`config.mk`:
```
export PLATFORM = sky130hd
export DESIGN_NAME = mm_tile_sched
export DESIGN_NICKNAME = d
export VERILOG_FILES = /design/src/rtl/mm_tile_sched.sv
export SDC_FILE = /design/constraint.sdc
export NUM_CORES = 1
export LEC_CHECK = 0
export CAP_MARGIN = 20
export CORE_MARGIN = 4
export CORE_UTILIZATION = 45
export CTS_BUF_LIST = sky130_fd_sc_hd__clkbuf_16
export DETAILED_ROUTE_END_ITERATION = 8
export PLACE_DENSITY_LB_ADDON = 0.25
export SKIP_LAST_GASP = 1
export SLEW_MARGIN = 10
export SYNTH_ARGS = -nofsm -noshare
export SYNTH_HDL_FRONTEND = slang
export SYNTH_SLANG_ARGS = --single-unit
```
`constraint.sdc`:
```
create_clock -name clk -period 3.4 [get_ports clk]
set_input_delay 0.68 -clock clk [delete_from_list [all_inputs] [get_ports clk]]
set_output_delay 0.68 -clock clk [all_outputs]
set_load 0.1 [all_outputs]
```
`src/rtl/mm_tile_sched.sv`:
```
// mm_tile_sched: walks the output-tile / K-tile loop nest of a T x T
// matrix-multiply array and emits one LOAD_A, LOAD_B or STORE_C command per
// tile to the DMA/tile-buffer stage. Addresses are kept as running pointers
// that always equal the closed-form tile address formulas.
module mm_tile_sched #(
    parameter int T    = 16,
    parameter int W    = 8,
    parameter int ACCW = 32
) (
    input  logic        clk,
    input  logic        rst,
    input  logic        start,
    input  logic [31:0] base_a,
    input  logic [31:0] base_b,
    input  logic [31:0] base_c,
    input  logic [15:0] n,
    input  logic [15:0] lda,
    input  logic [15:0] ldb,
    input  logic [15:0] ldc,
    input  logic        irq_en,
    input  logic        irq_clr,
    output logic        cmd_valid,
    input  logic        cmd_ready,
    output logic [1:0]  cmd_kind,
    output logic [31:0] cmd_addr,
    output logic [31:0] cmd_stride,
    output logic        cmd_first_k,
    output logic        cmd_last_k,
    output logic        busy,
    output logic        done,
    output logic        err,
    output logic        irq
);

    localparam logic [2:0] S_IDLE    = 3'd0;
    localparam logic [2:0] S_CHECK   = 3'd1;
    localparam logic [2:0] S_LOAD_A  = 3'd2;
    localparam logic [2:0] S_LOAD_B  = 3'd3;
    localparam logic [2:0] S_STORE_C = 3'd4;
    localparam logic [2:0] S_FIN     = 3'd5;

    localparam logic [1:0] KIND_A = 2'd0;
    localparam logic [1:0] KIND_B = 2'd1;
    localparam logic [1:0] KIND_C = 2'd2;

    localparam logic [31:0] EB  = 32'(W / 8);
    localparam logic [31:0] CB  = 32'(ACCW / 8);
    localparam logic [31:0] TEB = 32'(T * (W / 8));
    localparam logic [31:0] TCB = 32'(T * (ACCW / 8));
    localparam logic [15:0] T16 = 16'(T);

    logic [2:0]  state_r;
    logic [15:0] ti_r, tj_r, tk_r, tiles_r, n_r;
    logic [15:0] lda_r, ldb_r, ldc_r;
    logic [31:0] base_a_r, base_b_r, base_c_r;
    logic        irq_en_r;
    // a_row: A tile at (ti, tk=0); b_col: B tile at (tk=0, tj); c_row: C tile at (ti, tj=0)
    logic [31:0] a_row_r, a_ptr_r, b_col_r, b_ptr_r, c_row_r, c_ptr_r;
    logic        cmd_valid_r, cmd_first_k_r, cmd_last_k_r;
    logic [1:0]  cmd_kind_r;
    logic [31:0] cmd_addr_r, cmd_stride_r;
    logic        busy_r, done_r, err_r, irq_r;

    logic        hs_s, cfg_bad_s, tk_last_s, tj_last_s, ti_last_s, fin_entry_s;
    logic [31:0] stride_a_s, stride_b_s, stride_c_s;
    logic [31:0] a_row_nxt_s, a_ptr_nxt_s, b_ptr_nxt_s, b_col_nxt_s, c_row_nxt_s, c_ptr_nxt_s;

    // Handshake, loop-end flags, strides and next pointer values.
    always_comb begin
        hs_s        = cmd_valid_r & cmd_ready;
        cfg_bad_s   = (n_r == 16'd0) || ((n_r % T16) != 16'd0);
        tk_last_s   = (tk_r == (tiles_r - 16'd1));
        tj_last_s   = (tj_r == (tiles_r - 16'd1));
        ti_last_s   = (ti_r == (tiles_r - 16'd1));
        stride_a_s  = 32'(lda_r) * EB;
        stride_b_s  = 32'(ldb_r) * EB;
        stride_c_s  = 32'(ldc_r) * CB;
        a_row_nxt_s = a_row_r + 32'(lda_r) * TEB;
        a_ptr_nxt_s = a_ptr_r + TEB;
        b_ptr_nxt_s = b_ptr_r + 32'(ldb_r) * TEB;
        b_col_nxt_s = b_col_r + TEB;
        c_row_nxt_s = c_row_r + 32'(ldc_r) * TCB;
        c_ptr_nxt_s = c_ptr_r + TCB;
        if (state_r == S_CHECK) begin
            fin_entry_s = cfg_bad_s;
        end else if (state_r == S_STORE_C) begin
            fin_entry_s = hs_s & tj_last_s & ti_last_s;
        end else begin
            fin_entry_s = 1'b0;
        end
    end

    // Sticky interrupt: set on entry to FIN when enabled; set beats clear.
    always_ff @(posedge clk) begin
        if (rst) begin
            irq_r <= 1'b0;
        end else if (fin_entry_s && irq_en_r) begin
            irq_r <= 1'b1;
        end else if (irq_clr) begin
            irq_r <= 1'b0;
        end
    end

    // Loop-nest FSM, config latch, pointer updates and registered command outputs.
    always_ff @(posedge clk) begin
        if (rst) begin
            state_r       <= S_IDLE;
            ti_r          <= 16'd0;
            tj_r          <= 16'd0;
            tk_r          <= 16'd0;
            tiles_r       <= 16'd0;
            n_r           <= 16'd0;
            lda_r         <= 16'd0;
            ldb_r         <= 16'd0;
            ldc_r         <= 16'd0;
            base_a_r      <= 32'd0;
            base_b_r      <= 32'd0;
            base_c_r      <= 32'd0;
            irq_en_r      <= 1'b0;
            a_row_r       <= 32'd0;
            a_ptr_r       <= 32'd0;
            b_col_r       <= 32'd0;
            b_ptr_r       <= 32'd0;
            c_row_r       <= 32'd0;
            c_ptr_r       <= 32'd0;
            cmd_valid_r   <= 1'b0;
            cmd_kind_r    <= 2'd0;
            cmd_addr_r    <= 32'd0;
            cmd_stride_r  <= 32'd0;
            cmd_first_k_r <= 1'b0;
            cmd_last_k_r  <= 1'b0;
            busy_r        <= 1'b0;
            done_r        <= 1'b0;
            err_r         <= 1'b0;
        end else begin
            case (state_r)
                S_IDLE: begin
                    if (start) begin
                        base_a_r <= base_a;
                        base_b_r <= base_b;
                        base_c_r <= base_c;
                        n_r      <= n;
                        tiles_r  <= n / T16;
                        lda_r    <= lda;
                        ldb_r    <= ldb;
                        ldc_r    <= ldc;
                        irq_en_r <= irq_en;
                        ti_r     <= 16'd0;
                        tj_r     <= 16'd0;
                        tk_r     <= 16'd0;
                        busy_r   <= 1'b1;
                        err_r    <= 1'b0;
                        state_r  <= S_CHECK;
                    end
                end
                S_CHECK: begin
                    a_row_r <= base_a_r;
                    a_ptr_r <= base_a_r;
                    b_col_r <= base_b_r;
                    b_ptr_r <= base_b_r;
                    c_row_r <= base_c_r;
                    c_ptr_r <= base_c_r;
                    if (cfg_bad_s) begin
                        err_r   <= 1'b1;
                        done_r  <= 1'b1;
                        busy_r  <= 1'b0;
                        state_r <= S_FIN;
                    end else begin
                        cmd_valid_r   <= 1'b1;
                        cmd_kind_r    <= KIND_A;
                        cmd_addr_r    <= base_a_r;
                        cmd_stride_r  <= stride_a_s;
                        cmd_first_k_r <= 1'b1;
                        cmd_last_k_r  <= (tiles_r == 16'd1);
                        state_r       <= S_LOAD_A;
                    end
                end
                S_LOAD_A: begin
                    if (hs_s) begin
                        cmd_kind_r   <= KIND_B;
                        cmd_addr_r   <= b_ptr_r;
                        cmd_stride_r <= stride_b_s;
                        state_r      <= S_LOAD_B;
                    end
                end
                S_LOAD_B: begin
                    if (hs_s) begin
                        if (!tk_last_s) begin
                            tk_r          <= tk_r + 16'd1;
                            a_ptr_r       <= a_ptr_nxt_s;
                            b_ptr_r       <= b_ptr_nxt_s;
                            cmd_kind_r    <= KIND_A;
                            cmd_addr_r    <= a_ptr_nxt_s;
                            cmd_stride_r  <= stride_a_s;
                            cmd_first_k_r <= 1'b0;
                            cmd_last_k_r  <= ((tk_r + 16'd1) == (tiles_r - 16'd1));
                            state_r       <= S_LOAD_A;
                        end else begin
                            cmd_kind_r    <= KIND_C;
                            cmd_addr_r    <= c_ptr_r;
                            cmd_stride_r  <= stride_c_s;
                            cmd_first_k_r <= 1'b0;
                            cmd_last_k_r  <= 1'b0;
                            state_r       <= S_STORE_C;
                        end
                    end
                end
                S_STORE_C: begin
                    if (hs_s) begin
                        if (tj_last_s && ti_last_s) begin
                            cmd_valid_r <= 1'b0;
                            done_r      <= 1'b1;
                            busy_r      <= 1'b0;
                            state_r     <= S_FIN;
                        end else begin
                            tk_r          <= 16'd0;
                            cmd_kind_r    <= KIND_A;
                            cmd_stride_r  <= stride_a_s;
                            cmd_first_k_r <= 1'b1;
                            cmd_last_k_r  <= (tiles_r == 16'd1);
                            state_r       <= S_LOAD_A;
                            if (tj_last_s) begin
                                tj_r       <= 16'd0;
                                ti_r       <= ti_r + 16'd1;
                                a_row_r    <= a_row_nxt_s;
                                a_ptr_r    <= a_row_nxt_s;
                                b_col_r    <= base_b_r;
                                b_ptr_r    <= base_b_r;
                                c_row_r    <= c_row_nxt_s;
                                c_ptr_r    <= c_row_nxt_s;
                                cmd_addr_r <= a_row_nxt_s;
                            end else begin
                                tj_r       <= tj_r + 16'd1;
                                a_ptr_r    <= a_row_r;
                                b_col_r    <= b_col_nxt_s;
                                b_ptr_r    <= b_col_nxt_s;
                                c_ptr_r    <= c_ptr_nxt_s;
                                cmd_addr_r <= a_row_r;
                            end
                        end
                    end
                end
                S_FIN: begin
                    done_r  <= 1'b0;
                    state_r <= S_IDLE;
                end
                default: begin
                    cmd_valid_r <= 1'b0;
                    busy_r      <= 1'b0;
                    done_r      <= 1'b0;
                    state_r     <= S_IDLE;
                end
            endcase
        end
    end

    assign cmd_valid   = cmd_valid_r;
    assign cmd_kind    = cmd_kind_r;
    assign cmd_addr    = cmd_addr_r;
    assign cmd_stride  = cmd_stride_r;
    assign cmd_first_k = cmd_first_k_r;
    assign cmd_last_k  = cmd_last_k_r;
    assign busy        = busy_r;
    assign done        = done_r;
    assign err         = err_r;
    assign irq         = irq_r;

endmodule

```
Yosys cells after proc, flatten, opt, wreduce, memory -nomap -nowiden
Index checks and enable logic that the tools add are counted.
W data, S select, Z words.
{"block": "word_totals", "rom_bits": 0, "in_bits": 166, "reg_bits": 489, "latch_bits": 0, "memories": 0, "out_inout_bits": 73, "mem_bits_rw": 0}
{"block": "op_classes", "n_mux": 90, "reduce_logical": 30, "div": 0, "bitwise_logic": 6, "n_mul": 0, "addsub": 10, "n_lt_le_gt_ge": 0, "shift": 0, "eq_ne": 20}
{"cell": "$mux W32", "n": 25}
{"cell": "$pmux W32 S2", "n": 4}
{"cell": "$pmux W32 S4", "n": 2}
{"cell": "$pmux W32 S3", "n": 2}
{"cell": "$mux W16", "n": 11}
{"cell": "$add A32 B20 Y32", "n": 2}
{"cell": "$add A32 B5 Y32 const B", "n": 2}
{"cell": "$eq A16 B16 Y1", "n": 4}
{"cell": "$pmux W16 S2", "n": 2}
{"cell": "$add A16 B1 Y16 const B", "n": 3}
{"cell": "$pmux W16 S3", "n": 1}
{"cell": "$add A32 B22 Y32", "n": 1}
{"cell": "$add A32 B7 Y32 const B", "n": 1}
{"cell": "$mux W1", "n": 21}
{"cell": "$mux W3", "n": 7}
{"cell": "$reduce_and A4 Y1", "n": 5}
{"cell": "$reduce_and A5 Y1", "n": 4}
{"cell": "$mux W18", "n": 1}
{"cell": "$ne A2 B2 Y1 const B", "n": 9}
{"cell": "$logic_not A16 Y1", "n": 1}
{"cell": "$reduce_bool A16 Y1", "n": 1}
{"cell": "$pmux W3 S5", "n": 1}
{"cell": "$sub A12 B1 Y13 const B", "n": 1}
{"cell": "$eq A12 B1 Y1 const B", "n": 1}
{"cell": "other kinds (22)", "n": 44}

Logic depth before layout (Yosys ltp)
{"block": "logic_depth", "word_depth": 8, "depth_mapped": 17, "depth_no_buf": 13}

Least setup slack after synthesis
Ideal clock, no wire load.
{"block": "synth_timing", "path_type": "register -> register", "startpoint": "reg n_r[4]", "endpoint": "reg cmd_addr_r[26] (netlist: cmd_addr[26])", "slack_ps": -367, "required_ps": 3272, "path_stages_with_launch": 15, "arrival_ps": 3639, "n_path_buf": 2, "path_cell_list": "dfxtp_1 > clkbuf_1 > inv_1 > ha_1 > or4b_1 > buf_2 > nor3_1 > xnor2_1 > and4_1 > nand4_1 > or4b_2 > xor2_1 > nor2_1 > a2111oi_0 > nor2_1"}
{"block": "synth_via", "elab_chain_len": 4}
{"item": "start, declared", "line_no": "53", "source": "logic [15:0] ti_r, tj_r, tk_r, tiles_r, n_r;"}
{"item": "start signal, assigned", "line_no": "142", "source": "n_r <= n;"}
{"item": "$logic_not A16 Y1", "line_no": "71", "source": "cfg_bad_s = (n_r == 16'd0) || ((n_r % T16) != 16'd0);"}
{"item": "$logic_or A1 B1 Y1", "line_no": "71"}
{"item": "$ne A2 B2 Y1 (no source line)"}
{"item": "$reduce_and A6 Y1 (no source line)"}
{"item": "end signal, assigned", "line_no": "171", "source": "cmd_addr_r <= base_a_r;"}
{"item": "end signal, assigned", "line_no": "181", "source": "cmd_addr_r <= b_ptr_r;"}
{"item": "end signal, assigned", "line_no": "193", "source": "cmd_addr_r <= a_ptr_nxt_s;"}
{"item": "end, declared", "line_no": "61", "source": "logic [31:0] cmd_addr_r, cmd_stride_r;"}
Every way passes these cells.
A chain may end at the register's enable or synchronous reset.

Final worst setup path
{"block": "layout_timing", "startpoint": "reg n_r[6]", "endpoint": "reg cmd_addr_r[13] (netlist: cmd_addr[13])"}
The elaborated chain is that of the path after synthesis.

==> key figures <==
Status
  – Outcome: finished, violations left
  – Failing checks: negative setup slack

Critical path
  – CP Class: flip-flop to flip-flop
  – Critical Path Max Stage Delay: 0.65 ns
  – CP max FO: 7
  – Reg2reg path depth: 12
  – Worst Path Buf+Inv: 3
  – Cell type of the slowest stage on the worst timing path: or4_4
  – Reg2Reg Launch Point: n_r[6]
  – Worst path most repeated cell: buf_4
  – Worst setup SP type: flip-flop
  – FF-to-FF End: cmd_addr[13]
  – Worst setup EP type: flip-flop
  – CP arrival: 4.03 ns
  – Top delay family on crit path: simple AND/OR/NAND/NOR gates
  – Data required, critical path: 3.94 ns
  – Reg2reg setup slack: -0.1 ns
  – CP Cell Sequence: buf_4 -> nor3_1 -> and4_1 -> buf_4 -> xnor3_1 -> nand3_2 -> or4_4 -> buf_4 -> o21ai_1 -> a2111oi_1 -> or3_1 -> a21oi_1

Synthesis
  – Synth area leader: dfxtp_1
  – Synth top cells by count: nand2_1, dfxtp_1, nor2_1
  – Number of synthesized flops with an enable pin: 0
  – Share of the synthesized area in the top cell type: 36.09%
  – Mux cell area share after synthesis: 1.559%
  – Most frequent cell after synthesis: nand2_1
  – Seq/Total Area, Yosys: 36.09%
  – Synth cell types: 90
  – Synth top area cells: dfxtp_1, nand2_1, a21oi_1
  – Main combinational cell family by area after synthesis: simple AND/OR/NAND/NOR gates
  – Syn Area/Cell: 7.575 um2
  – Compound-cell area share of the yosys netlist: 21.56%
  – Xor/xnor share of the synthesized area: 7.506%
  – Yosys Warn Count: 0
  – Post-synthesis adder-cell area fraction: 2.962%
  – Register bit count reported by yosys: 463
  – Ys async rst share: 0%
  – Post-Synth Simple-Gate Area: 25.77%
  – Post-Synthesis Cells: 3391
  – Post-Syn Area: 25690 um2
  – Top_reg_cell synth: dfxtp_1

Routing
  – Final wirelength: 98.99 mm
  – DRC: 0
  – Drt pass-1 iters: 5
  – Post-route ant nets: 0
  – Avg WL per Cell: 21.88 um
  – Initial drt markers: 2782
  – Vias per cell: 5.959
  – Vias: 26957

Floorplanning
  – Die footprint: 60970 um2
  – Die width: 246.9 um
  – # rows: 87
  – I/O Pins: 239
  – Core Region: 56500 um2
  – Die height: 246.9 um
  – Initial Util: 45.47%

STA
  – Final Hold Fails: 0
  – Final min period: 3.495 ns
  – Max-slew violation count: 0
  – Fmax: 286.1 MHz
  – Measured slew at the worst slew-check pin: 0.8716 ns
  – Final Setup Violations: 34
  – Final WS setup: -0.09531 ns
  – Worst hold slack: 0.4509 ns
  – Crit share post-route: 102.8%
  – Clock skew: 0.02571 ns
  – RSZ-0062 raised after global routing: true
  – Rel. slew slack: 41.89%

Power
  – VDD IR max: 0.4832 mV
  – Switch share: 43.06%
  – Overall power: 0.02575 W
  – Comb pwr share: 45.9%
  – Pwr/cell area: 772.7 nW/um2
  – Flop pwr share: 31.0%
  – Power Internal: 0.01466 W
  – Leak Pwr: 12.58 nW
  – Net switching power: 0.01109 W
  – Clock Power Share: 23.1%

Final layout
  – Area grow syn2layout: 29.72%
  – Share of cells above drive strength 1: 15.82%
  – Core Util, Final: 58.98%
  – Fin nets: 3949
  – Number of fill cells: 5103
  – Fin area: 33320 um2

Hold path
  – Hold Path Sink: n_r[2]
  – Hold_sp: n_r[2]
  – HP Class: flip-flop to flip-flop
  – Cell count of the worst hold path: 2

Clock tree
  – CTS tree: yes
  – Clk sinks: 463
  – Clock Pin Slew Worst Setup and Hold Paths: 0.06 ns
  – Num CTS Buffers: 51
  – Maximum level of the CTS H-tree: 2
  – Clock Latency Late Sink: 0.63 ns
  – Clock Path Buffers: 3
  – Clk root buf: clkbuf_16

GRT
  – Largest net degree at the start of global routing: 129
  – Vias in the first global route: 23985
  – GRT overflow: 0
  – Gr usage total: 29.94%
  – First-pass GRT wire length: 143.1 mm
  – Antenna violations before repair: 8

Run
  – Maxcap violations: 0

Placement
  – DP Area: 30140 um2
  – Gpl congestion: 0.9702
  – Detail Placement HPWL: 70.26 mm
  – Port bufs: 224
## worst register-to-register path, cell delays in order (launching register included)
cell,delay [ns]
dfxtp_1,0.37
buf_4,0.19
nor3_1,0.26
and4_1,0.45
buf_4,0.18
xnor3_1,0.18
nand3_2,0.18
or4_4,0.65
buf_4,0.20
o21ai_1,0.15
a2111oi_1,0.07
or3_1,0.39
a21oi_1,0.16
## timing repair
| action | in CTS | in global routing |
|---|---|---|
| gates resized for setup | 35 | 170 |
| gates cloned | 2 | 20 |
| hold buffers | 0 | 0 |
| hold endpoints to repair | 0 | 0 |
| setup buffers | 7 | 15 |
| endpoints found under the setup margin | 196 | 226 |
| pin swaps | 14 | 48 |
## cell type report
class,count,area [um2],area share [%]
clock buffer,51,1276,3.830
timing repair buffer,516,5060,15.19
clock inverter,45,495.5,1.487
tap,756,945.9,2.839
sequential,463,9271,27.83
inverter,30,115.1,0.3455
antenna,1,2.502,0.007510
multi-input combinational,2662,16150,48.48
## power groups by stage
stage | registers (W) | logic, W | clock network, W
after detailed placement | 0.00799 | 0.0104 | 0
after global placement | 0.00797 | 0.0103 | 0
after global routing | 0.00805 | 0.0126 | 0.00621
final | 0.00797 | 0.0118 | 0.00595
after CTS | 0.00789 | 0.0106 | 0.00600
after floorplan | 0.00858 | 0.00592 | 0
## cell usage in the layout (no fill, tap or decap), drive strengths merged, types with 17 or more instances in the layout
cell type / count
buf: 339
inv: 38
nor2: 399
xor2: 82
mux2i: 31
o211ai: 18
clkbuf: 63
nor3: 124
nand4: 45
or3: 27
nor2b: 17
and2: 17
a311oi: 42
a21oi: 329
o21ai: 140
o21a: 29
o22ai: 20
a221oi: 26
xnor2: 102
a211oi: 78
a22oi: 43
a21o: 18
and3: 42
clkinv: 23
clkdlybuf4s50: 164
or4: 17
nand2: 607
a2111oi: 21
ha: 56
dfxtp: 463
nand3: 116
nor4: 23
a31oi: 31
## logic make-up after synthesis
logic type | count (synthesis)
AOI/OAI and AO/OA | 868
other | 1
xor gates and xnor gates | 198
adders and majority gates | 59
buffers and inverters | 282
and+or+nand+nor | 1481
muxes | 39
DFF | 463
## how the worst max path moves through the flow
stage                   from      endpoint  slack (ns)  cells after the start
finish                n_r[6]  cmd_addr[13]        -0.1                     12
global route          n_r[6]  cmd_addr[19]       -0.20                     13
CTS                 lda_r[0]  cmd_addr[22]      -0.004                     14
detailed placement    n_r[5]  cmd_addr[22]       -0.29                     14
global placement      n_r[5]  cmd_addr[22]       -0.26                     14
floorplan             n_r[4]  cmd_addr[10]       -0.09                     16
## state kept, by name, summed over array words and instances (netlist names), 18 cells and up
name,cells
a_ptr_r,32
a_row_r,32
b_col_r,32
b_ptr_r,32
base_a_r,32
base_b_r,32
base_c_r,32
c_ptr_r,32
c_row_r,32
cmd_addr,32
cmd_stride,18
## layer usage
metal  wire, um  up-vias  global-route usage [%]
met5         61        -                       0
li1           -    12750                       -
met2      44670     1271                   48.04
met1      40370    12673                   40.40
met3       8931      255                   4.164
met4       4956        8                   12.76
## stage by stage
stage / std cells / setup WS [ns] / setup TNS [ns]
after floorplan: 3404 / -0.09124 / -1.720
after global placement: 4384 / -0.2641 / -3.541
after detailed placement: 4384 / -0.2914 / -8.252
after CTS: 4489 / -0.004447 / -0.004447
after global routing: 4524 / -0.1989 / -15.70
final: 4524 / -0.09531 / -0.7269
Power figures use the tool's default switching activity.
